## config.mk

```make
export PLATFORM = sky130hd
export DESIGN_NAME = g_alu32_driver_flat
export DESIGN_NICKNAME = d
export VERILOG_FILES = /design/src/rtl/g_alu32_driver_if.sv /design/src/rtl/g_alu32_driver.sv /design/src/flat_wrapper.sv
export SDC_FILE = /design/constraint.sdc
export NUM_CORES = 1
export LEC_CHECK = 0
export CAP_MARGIN = 20
export CORE_MARGIN = 2
export CORE_UTILIZATION = 45
export DETAILED_ROUTE_END_ITERATION = 12
export PLACE_DENSITY = 0.79
export SLEW_MARGIN = 20
export SYNTH_ARGS = -nofsm -noshare
export SYNTH_HDL_FRONTEND = slang
export SYNTH_SLANG_ARGS = --single-unit
```

## constraint.sdc

```tcl
create_clock -name CLK -period 2.5 [get_ports CLK]
set_input_delay 0.625 -clock CLK [delete_from_list [all_inputs] [get_ports CLK]]
set_output_delay 0.625 -clock CLK [all_outputs]
set_load 0.005 [all_outputs]
```

## src/rtl/g_alu32_driver_if.sv

```systemverilog
`default_nettype none
// ============================================================================
//  Module   : g_alu32_driver_if
//  Purpose  : Bundles the command channel, the response channel and the ALU
//             operand/result bus of the 32-bit ALU sequencing front-end.
//  Revision : 1.0 - initial release
// ============================================================================
interface g_alu32_driver_if;
   // Command channel
   logic        CmdValid;
   logic        CmdReady;
   logic [2:0]  CmdOp;
   logic        CmdWide;
   logic [63:0] CmdX;
   logic [63:0] CmdY;
   logic        CmdCI;
   // ALU side
   logic [31:0] AluIn1;
   logic [31:0] AluIn2;
   logic        AluCI;
   logic [2:0]  AluA;
   logic [31:0] AluOut;
   logic        AluCO;
   // Response channel
   logic        RspValid;
   logic        RspReady;
   logic [63:0] RspData;
   logic        RspCO;

   // The master is the environment around the driver: command source,
   // response consumer and the ALU itself.
   modport master (
      output CmdValid, CmdOp, CmdWide, CmdX, CmdY, CmdCI, RspReady, AluOut, AluCO,
      input  CmdReady, AluIn1, AluIn2, AluCI, AluA, RspValid, RspData, RspCO
   );

   // The slave is the driver.
   modport slave (
      input  CmdValid, CmdOp, CmdWide, CmdX, CmdY, CmdCI, RspReady, AluOut, AluCO,
      output CmdReady, AluIn1, AluIn2, AluCI, AluA, RspValid, RspData, RspCO
   );
endinterface
`default_nettype wire

```

## src/rtl/g_alu32_driver.sv

```systemverilog
`default_nettype none
// ============================================================================
//  Module   : g_alu32_driver
//  Purpose  : Issues operations to the 32-bit ALU from registers, waits a
//             programmable settle time, captures the result and returns it on
//             a valid/ready channel. 64-bit operations run the ALU twice,
//             chaining the low-half carry into the high half for ADD.
//  Revision : 1.0 - initial release
// ============================================================================
module g_alu32_driver #(
   parameter int unsigned SETTLE = 0
) (
   input  logic            CLK,
   input  logic            RSTn,
   g_alu32_driver_if.slave bus
);

   localparam logic [2:0] OP_ADD     = 3'd4;
   localparam logic [3:0] SETTLE_CNT = SETTLE[3:0];

   typedef enum logic [1:0] {
      ST_IDLE = 2'd0,
      ST_LO   = 2'd1,
      ST_HI   = 2'd2,
      ST_RESP = 2'd3
   } state_t;

   state_t      state_q,     state_d;
   logic [3:0]  cnt_q,       cnt_d;
   logic [2:0]  op_q,        op_d;
   logic        wide_q,      wide_d;
   logic [31:0] x_hi_q,      x_hi_d;
   logic [31:0] y_hi_q,      y_hi_d;
   logic [31:0] alu_in1_q,   alu_in1_d;
   logic [31:0] alu_in2_q,   alu_in2_d;
   logic        alu_ci_q,    alu_ci_d;
   logic [2:0]  alu_a_q,     alu_a_d;
   logic        rsp_valid_q, rsp_valid_d;
   logic [63:0] rsp_data_q,  rsp_data_d;
   logic        rsp_co_q,    rsp_co_d;

   logic        settle_done;
   logic        carry_capt;

   assign settle_done = (cnt_q == SETTLE_CNT);
   // Carry is only meaningful for ADD; other opcodes report zero.
   assign carry_capt  = (op_q == OP_ADD) && bus.AluCO;

   assign bus.CmdReady = (state_q == ST_IDLE);
   assign bus.AluIn1   = alu_in1_q;
   assign bus.AluIn2   = alu_in2_q;
   assign bus.AluCI    = alu_ci_q;
   assign bus.AluA     = alu_a_q;
   assign bus.RspValid = rsp_valid_q;
   assign bus.RspData  = rsp_data_q;
   assign bus.RspCO    = rsp_co_q;

   // Next-state and datapath update for the IDLE -> LO -> (HI) -> RESP sequence
   always_comb begin
      state_d     = state_q;
      cnt_d       = cnt_q;
      op_d        = op_q;
      wide_d      = wide_q;
      x_hi_d      = x_hi_q;
      y_hi_d      = y_hi_q;
      alu_in1_d   = alu_in1_q;
      alu_in2_d   = alu_in2_q;
      alu_ci_d    = alu_ci_q;
      alu_a_d     = alu_a_q;
      rsp_valid_d = rsp_valid_q;
      rsp_data_d  = rsp_data_q;
      rsp_co_d    = rsp_co_q;

      case (state_q)
         ST_IDLE: begin
            if (bus.CmdValid) begin
               // Low half goes straight to the ALU; the high half is kept
               // for a possible second pass.
               op_d      = bus.CmdOp;
               wide_d    = bus.CmdWide;
               x_hi_d    = bus.CmdX[63:32];
               y_hi_d    = bus.CmdY[63:32];
               alu_a_d   = bus.CmdOp;
               alu_in1_d = bus.CmdX[31:0];
               alu_in2_d = bus.CmdY[31:0];
               alu_ci_d  = (bus.CmdOp == OP_ADD) ? bus.CmdCI : 1'b0;
               cnt_d     = 4'd0;
               state_d   = ST_LO;
            end
         end

         ST_LO: begin
            if (settle_done) begin
               cnt_d             = 4'd0;
               rsp_data_d[31:0]  = bus.AluOut;
               if (wide_q) begin
                  // Low-half carry feeds the high-half pass directly.
                  alu_in1_d = x_hi_q;
                  alu_in2_d = y_hi_q;
                  alu_ci_d  = carry_capt;
                  state_d   = ST_HI;
               end else begin
                  rsp_data_d[63:32] = 32'd0;
                  rsp_co_d          = carry_capt;
                  rsp_valid_d       = 1'b1;
                  state_d           = ST_RESP;
               end
            end else begin
               cnt_d = cnt_q + 4'd1;
            end
         end

         ST_HI: begin
            if (settle_done) begin
               cnt_d             = 4'd0;
               rsp_data_d[63:32] = bus.AluOut;
               rsp_co_d          = carry_capt;
               rsp_valid_d       = 1'b1;
               state_d           = ST_RESP;
            end else begin
               cnt_d = cnt_q + 4'd1;
            end
         end

         ST_RESP: begin
            if (bus.RspReady) begin
               // Quiesce the ALU while idle.
               rsp_valid_d = 1'b0;
               alu_in1_d   = 32'd0;
               alu_in2_d   = 32'd0;
               alu_ci_d    = 1'b0;
               alu_a_d     = 3'd0;
               state_d     = ST_IDLE;
            end
         end

         default: begin
            rsp_valid_d = 1'b0;
            alu_in1_d   = 32'd0;
            alu_in2_d   = 32'd0;
            alu_ci_d    = 1'b0;
            alu_a_d     = 3'd0;
            cnt_d       = 4'd0;
            state_d     = ST_IDLE;
         end
      endcase
   end

   // State and datapath registers with asynchronous active-low reset
   always_ff @(posedge CLK or negedge RSTn) begin
      if (!RSTn) begin
         state_q     <= ST_IDLE;
         cnt_q       <= 4'd0;
         op_q        <= 3'd0;
         wide_q      <= 1'b0;
         x_hi_q      <= 32'd0;
         y_hi_q      <= 32'd0;
         alu_in1_q   <= 32'd0;
         alu_in2_q   <= 32'd0;
         alu_ci_q    <= 1'b0;
         alu_a_q     <= 3'd0;
         rsp_valid_q <= 1'b0;
         rsp_data_q  <= 64'd0;
         rsp_co_q    <= 1'b0;
      end else begin
         state_q     <= state_d;
         cnt_q       <= cnt_d;
         op_q        <= op_d;
         wide_q      <= wide_d;
         x_hi_q      <= x_hi_d;
         y_hi_q      <= y_hi_d;
         alu_in1_q   <= alu_in1_d;
         alu_in2_q   <= alu_in2_d;
         alu_ci_q    <= alu_ci_d;
         alu_a_q     <= alu_a_d;
         rsp_valid_q <= rsp_valid_d;
         rsp_data_q  <= rsp_data_d;
         rsp_co_q    <= rsp_co_d;
      end
   end

endmodule
`default_nettype wire

```

## src/flat_wrapper.sv

```systemverilog
// flat-port wrapper written by rule: the top's interface ports become plain ports
module g_alu32_driver_flat 
#(
   parameter int unsigned SETTLE = 0
)
  (CLK, RSTn, bus_CmdValid, bus_CmdOp, bus_CmdWide, bus_CmdX, bus_CmdY, bus_CmdCI, bus_RspReady, bus_AluOut, bus_AluCO, bus_CmdReady, bus_AluIn1, bus_AluIn2, bus_AluCI, bus_AluA, bus_RspValid, bus_RspData, bus_RspCO);
  g_alu32_driver_if bus_i ();
  input  logic CLK;
  input  logic RSTn;
  input wire logic [$bits(bus_i.CmdValid)-1:0] bus_CmdValid;
  input wire logic [$bits(bus_i.CmdOp)-1:0] bus_CmdOp;
  input wire logic [$bits(bus_i.CmdWide)-1:0] bus_CmdWide;
  input wire logic [$bits(bus_i.CmdX)-1:0] bus_CmdX;
  input wire logic [$bits(bus_i.CmdY)-1:0] bus_CmdY;
  input wire logic [$bits(bus_i.CmdCI)-1:0] bus_CmdCI;
  input wire logic [$bits(bus_i.RspReady)-1:0] bus_RspReady;
  input wire logic [$bits(bus_i.AluOut)-1:0] bus_AluOut;
  input wire logic [$bits(bus_i.AluCO)-1:0] bus_AluCO;
  output wire logic [$bits(bus_i.CmdReady)-1:0] bus_CmdReady;
  output wire logic [$bits(bus_i.AluIn1)-1:0] bus_AluIn1;
  output wire logic [$bits(bus_i.AluIn2)-1:0] bus_AluIn2;
  output wire logic [$bits(bus_i.AluCI)-1:0] bus_AluCI;
  output wire logic [$bits(bus_i.AluA)-1:0] bus_AluA;
  output wire logic [$bits(bus_i.RspValid)-1:0] bus_RspValid;
  output wire logic [$bits(bus_i.RspData)-1:0] bus_RspData;
  output wire logic [$bits(bus_i.RspCO)-1:0] bus_RspCO;
  assign bus_i.CmdValid = bus_CmdValid;
  assign bus_i.CmdOp = bus_CmdOp;
  assign bus_i.CmdWide = bus_CmdWide;
  assign bus_i.CmdX = bus_CmdX;
  assign bus_i.CmdY = bus_CmdY;
  assign bus_i.CmdCI = bus_CmdCI;
  assign bus_i.RspReady = bus_RspReady;
  assign bus_i.AluOut = bus_AluOut;
  assign bus_i.AluCO = bus_AluCO;
  assign bus_CmdReady = bus_i.CmdReady;
  assign bus_AluIn1 = bus_i.AluIn1;
  assign bus_AluIn2 = bus_i.AluIn2;
  assign bus_AluCI = bus_i.AluCI;
  assign bus_AluA = bus_i.AluA;
  assign bus_RspValid = bus_i.RspValid;
  assign bus_RspData = bus_i.RspData;
  assign bus_RspCO = bus_i.RspCO;
  g_alu32_driver #(.SETTLE(SETTLE)) u_core (.CLK(CLK), .RSTn(RSTn), .bus(bus_i));
endmodule
```

; ---- Word level (Yosys, flattened, before mapping)
; Index checks and enable logic that the tools add are counted.
[classes]
n_mux = 39
addsub = 1
reduce_logical = 17
eq_ne = 11
[op_table]
columns = op, count
row1 = 32-bit two-way mux, 9
row2 = 32-bit case mux with 3 select lines, 2
row3 = 64-bit two-way mux, 1
row4 = 32-bit case mux with 2 select lines, 1
row5 = 1-bit two-way mux, 12
row6 = 5-bit AND reduction, 2
row7 = 2-bit two-way mux, 4
row8 = 4-bit two-way mux, 2
row9 = 2-bit case mux with 4 select lines, 1
row10 = 4-bit case mux with 2 select lines, 1
row11 = 4-bit AND reduction, 2
row12 = "3-bit == test, second input constant", 2
row13 = 3-bit two-way mux, 2
row14 = "2-bit by 1-bit inequality test with 1-bit output, second input constant", 3
row15 = "2-bit inequality test, second input constant", 3
row16 = 1-bit case mux with 3 select lines, 2
row17 = 3-bit case mux with 2 select lines, 1
row18 = 2-bit AND reduction, 3
row19 = 2-bit nonzero test, 3
row20 = 3-bit nonzero test, 2
row21 = "4-bit by 1-bit adder with 4-bit output, second input constant", 1
row22 = "2-bit == test, second input constant", 2
row23 = 4-bit logical NOT, 1
row24 = 3-bit AND reduction, 1
row25 = other kinds (5), 5
[totals]
output_inout_bits = 135
reg_bits = 208

; ---- Longest topological paths before layout
[logic_depth]
ltp_word = 5
mapped_depth = 9

; ---- Worst setup path after synthesis
; OpenSTA, ideal clock, no wires.
[synth_path]
path_type = register to register
from = register u_core.state_q[0]
to = register u_core.alu_in1_q[17] (netlist: u_core.bus.AluIn1[17])
arrival_time_ns = 2.149
n_path_buf = 2
synth_period_minus_slack_ns = 2.274
stages_incl_launch_ff = 9
setup_slack_ns = 0.226
cell_sequence = dfrtp_1 > inv_1 > ha_1 > inv_1 > o21ai_0 > a2111o_1 > buf_6 > buf_6 > mux2_4
[synth_between]
elab_chain_cells = 3
elab_cells_between_ends = 10
cone_classes = eq/ne: 6 / mux: 1 / reduce/logical: 3
[synth_rtl]
columns = item, line_no
row1 = from (decl), g_alu32_driver.sv:28  ; state_t state_q, state_d;
row2 = from (signal assigned), g_alu32_driver.sv:166  ; state_q <= state_d;
row3 = 2-bit logical NOT (*), -
row4 = net bus_CmdReady, flat_wrapper.sv:19  ; output wire logic [$bits(bus_i.CmdReady)-1:0] bus_CmdReady;
row5 = 2-bit inequality test (no source line) / 3-bit nonzero test (equally long branches), -
row6 = 5-bit AND reduction (no source line), -
row7 = to (signal assigned), g_alu32_driver.sv:172  ; alu_in1_q <= alu_in1_d;
row8 = to (decl), g_alu32_driver.sv:34  ; logic [31:0] alu_in1_q, alu_in1_d;
; Mark *: on every way through the listed nets, which the timed path passes. The rest lies on a longest branch.
; A chain may end at the register's enable or synchronous reset.

; ---- Final worst setup path
[layout_path]
from = register u_core.cnt_q[0]
to = register u_core.alu_in1_q[24] (netlist: u_core.bus.AluIn1[24])
[layout_between]
elab_chain_cells = 3
[layout_rtl]
columns = item, line_no
row1 = from (decl), g_alu32_driver.sv:29  ; logic [3:0] cnt_q, cnt_d;
row2 = from (signal assigned), g_alu32_driver.sv:167  ; cnt_q <= cnt_d;
row3 = 4-bit logical NOT, g_alu32_driver.sv:45  ; assign settle_done = (cnt_q == SETTLE_CNT);
row4 = 2-bit by 1-bit inequality test with 1-bit output (no source line), -
row5 = 5-bit AND reduction (no source line), -
; Every way passes these cells.

==> run summary <==
RUN STATUS
-------------------------------------------------------------------------------------
Outcome                                                                  finished, final reports clean

CELLS AND AREA
-------------------------------------------------------------------------------------
Layout overhead on the synthesized area                                         47.5%
Nets@finish                                                                     1,197
Fraction of the core area covered by cells at the end of the flow               68.0%
Cell area after layout                                                   13,300 sq um
Leading cell types in the layout, fill and taps excluded                 sky130_fd_sc_hd__clkdlybuf4s50_1, sky130_fd_sc_hd__dfrtp_1, sky130_fd_sc_hd__mux2_2
Share of final-layout standard cells stronger than drive strength 1             20.3%
Most common library cell in the layout ignoring fill and taps            sky130_fd_sc_hd__clkdlybuf4s50_1
Number of antenna cells inserted                                                    0

STA
-------------------------------------------------------------------------------------
RSZ-0062 raised after global routing                                               no
Achievable frequency                                                        0.436 GHz
Worst slew margin                                                               70.0%
Clk_skew                                                                      10.3 ps
Time the worst path needs with I/O delays and setup                           2300 ps
Number of setup violations in the final report                                      0
Worst Tran Pin Value                                                           450 ps
Count of final max-slew check failures                                              0
Final Hold Violating Endpoints                                                      0
Share of the cycle needed by the critical path after routing                    91.8%

CRITICAL PATH
-------------------------------------------------------------------------------------
Worst reg-to-reg setup slack                                                   200 ps
Category of the worst setup path launch point                                register
Data required time of the worst path                                          2870 ps
Endpoint of the worst setup timing path                                  u_core.bus.AluIn1[24]
Worst Setup Path Type                                                      reg -> reg
Critical path origin                                                     u_core.cnt_q[0]
Worst-case reg-to-reg path depth                                                    6
Worst endpoint data arrival time                                              2670 ps
Launch point of the worst reg-to-reg path                                u_core.cnt_q[0]
Terminus of the critical flop-to-flop path                               u_core.bus.AluIn1[24]
Kind of end point of the critical path                                       register
Peak fanout along the critical path                                                36

DIE
-------------------------------------------------------------------------------------
Initial Util                                                                    46.1%
Area of the die                                                          21,100 sq um
Die extent in x                                                                145 um
Number of placed I/O pins                                                         305
Core outline area                                                        19,500 sq um
Overall die height                                                             145 um
Row count                                                                          51

SYNTHESIS
-------------------------------------------------------------------------------------
Post-synth top flop                                                      sky130_fd_sc_hd__dfrtp_1
Area of the mapped netlist                                                 9000 sq um
Avg Cell Area, Syn                                                         12.6 sq um
Largest area contributor in the synthesized netlist                      sky130_fd_sc_hd__dfrtp_1
YS warnings                                                                         0
Area share of the leading cell type in the synthesized netlist                  57.8%
Synth Net Count                                                                   892
Post-synth EDFFs                                                                    0
Part of the Yosys area used for sequential elements                             57.8%
Count of distinct cell types in the synthesized netlist                            33
Syn Inst Count                                                                    713
Cell types occupying the most area after synthesis                       sky130_fd_sc_hd__dfrtp_1, sky130_fd_sc_hd__mux2_2, sky130_fd_sc_hd__mux2_4
Asr flop ratio synth                                                             100%
Flip-flop and latch count after synthesis                                         208

PLACED DESIGN
-------------------------------------------------------------------------------------
Gpl congestion                                                                  0.800
Placed instance area                                                     12,500 sq um
Number of I/O port buffers                                                        304
Half-perimeter wire length after detailed placement                           16.7 mm

DRT
-------------------------------------------------------------------------------------
Pre-antenna DRT Iters                                                               4
Count of routing violations after the opening detailed-route iteration            267
Via Count                                                                       6,709
# DRC                                                                               0
WL final                                                                      23.7 mm
Count of nets left with antenna violations after detail routing                     0
Post-detailed-route wirelength per cell                                       18.2 um
Via density                                                                      5.17

GLOBAL ROUTE
-------------------------------------------------------------------------------------
First-pass GRT wire length                                                    38.5 mm
Maximum number of pins on one net before global-route repair                       79
Combined global-route utilization of all metal layers                           22.3%
Vias in the first global route                                                  7,160
Leftover overflow at the end of global routing                                      0
Initial antenna violation count                                                     0

POWER
-------------------------------------------------------------------------------------
Pwr/cell area                                                            1360 nW/um^2
Static Leak                                                                   5.82 nW
Total chip power                                                              18.0 mW
Max VDD drop                                                               0.000692 V

CTS
-------------------------------------------------------------------------------------
CTS tree                                                                         done
Clock sink count                                                                  208
TritonCTS Buffers                                                                  23
Clock slew at reported path FFs                                                 60 ps
Root cell of the clock tree                                              sky130_fd_sc_hd__clkbuf_16
Insertion delay to the later sink of the worst-skew pair                       490 ps
H-Tree Level Count                                                                  1
Number of buffers added to fix hold violations after cts                            0
Largest buffer count on any clock path                                              3

MIN PATH
-------------------------------------------------------------------------------------
Path class of the lowest-slack min-delay path                             in -> async

JOB
-------------------------------------------------------------------------------------
Number of max-cap violations                                                        0

-- how the worst min path moves through the flow --
stage                      startpoint                endpoint  slack [ps]
2_1_floorplan                    RSTn      u_core.bus.AluA[0]         330
3_3_place_gp   u_core.bus.RspData[37]  u_core.bus.RspData[37]         460
3_5_place_dp   u_core.bus.RspData[33]  u_core.bus.RspData[33]         470
4_1_cts                          RSTn  u_core.bus.RspData[29]          50
5_1_grt                          RSTn  u_core.bus.RspData[29]          70
6_report                         RSTn  u_core.bus.RspData[29]          50
-- flip-flops by register name (all words and copies together), names as in the netlist, 2 cells and up --
name                count
u_core.bus.RspData     64
u_core.bus.AluIn1      32
u_core.bus.AluIn2      32
u_core.x_hi_q          32
u_core.y_hi_q          32
u_core.cnt_q            4
u_core.bus.AluA         3
u_core.op_q             3
u_core.state_q          2
-- synthesized netlist by cell type (2+ instances only) --
master,count
sky130_fd_sc_hd__a21oi_1,29
sky130_fd_sc_hd__a22o_1,38
sky130_fd_sc_hd__a22oi_1,3
sky130_fd_sc_hd__buf_1,9
sky130_fd_sc_hd__buf_2,6
sky130_fd_sc_hd__buf_6,4
sky130_fd_sc_hd__clkbuf_1,29
sky130_fd_sc_hd__dfrtp_1,208
sky130_fd_sc_hd__ha_1,9
sky130_fd_sc_hd__inv_1,36
sky130_fd_sc_hd__mux2_2,116
sky130_fd_sc_hd__mux2_4,23
sky130_fd_sc_hd__mux2i_1,28
sky130_fd_sc_hd__nand2_1,73
sky130_fd_sc_hd__nand2b_1,2
sky130_fd_sc_hd__nor2_1,6
sky130_fd_sc_hd__nor2b_1,3
sky130_fd_sc_hd__nor3_1,4
sky130_fd_sc_hd__nor3b_1,28
sky130_fd_sc_hd__o2111ai_1,2
sky130_fd_sc_hd__o21ai_0,44
sky130_fd_sc_hd__o311ai_0,2
-- layer usage --
layer | global-route usage [%] | wire [um] | up-vias
li1 | - | - | 3097
met1 | 27.4 | 9530 | 3340
met2 | 38.8 | 11700 | 240
met3 | 6.68 | 1990 | 32
met4 | 5.25 | 416 | 0
met5 | 0 | 0 | -
-- what timing repair did --
item | in CTS | in global routing
setup buffers | 0 | 0
endpoints found under the setup margin | 1 | 0
resized for setup | 5 | 0
-- cell families after synthesis --
family	Yosys count	share of synthesized area, %
flip-flops	208	57.8
multiplexers	167	21.5
AO/OA/AOI/OAI	125	9.02
AND/OR/NAND/NOR	120	6.52
buffers and inverters	84	3.92
adder cells (fa/ha/maj)	9	1.25
-- per-stage QoR --
stage | cells | setup TNS, ps | hold slack (ps) | setup slack (ps)
2_1_floorplan | 713 | 0 | 329 | 226
3_3_place_gp | 1258 | -434 | 461 | -21.8
3_5_place_dp | 1258 | -1530 | 471 | -52.5
4_1_cts | 1298 | 0 | 50.9 | 209
5_1_grt | 1298 | 0 | 70.5 | 118
6_report | 1298 | 0 | 48.7 | 204
-- cell type report --
cell class	count	area [sq um]
sequential	208	5210
tap	265	332
timing repair buffer	328	3340
clock buffer	33	673
fill	1482	6250
inverter	36	135
multi-input combinational	421	3480
clock inverter	7	113
-- power breakdown --
part | switching, mW | internal [mW]
Sequential | 0.909 | 5.02
Combinational | 3.59 | 5.02
Clock | 1.30 | 2.17
-- worst max-delay path: stages (launching register included) --
cell and delay (ps):
sky130_fd_sc_hd__dfrtp_1 410, sky130_fd_sc_hd__inv_1 110, sky130_fd_sc_hd__ha_1 160, sky130_fd_sc_hd__or3b_4 400
sky130_fd_sc_hd__a2111o_2 530, sky130_fd_sc_hd__buf_12 210, sky130_fd_sc_hd__mux2_4 320
Note: power is estimated with default switching activity, not from simulation.
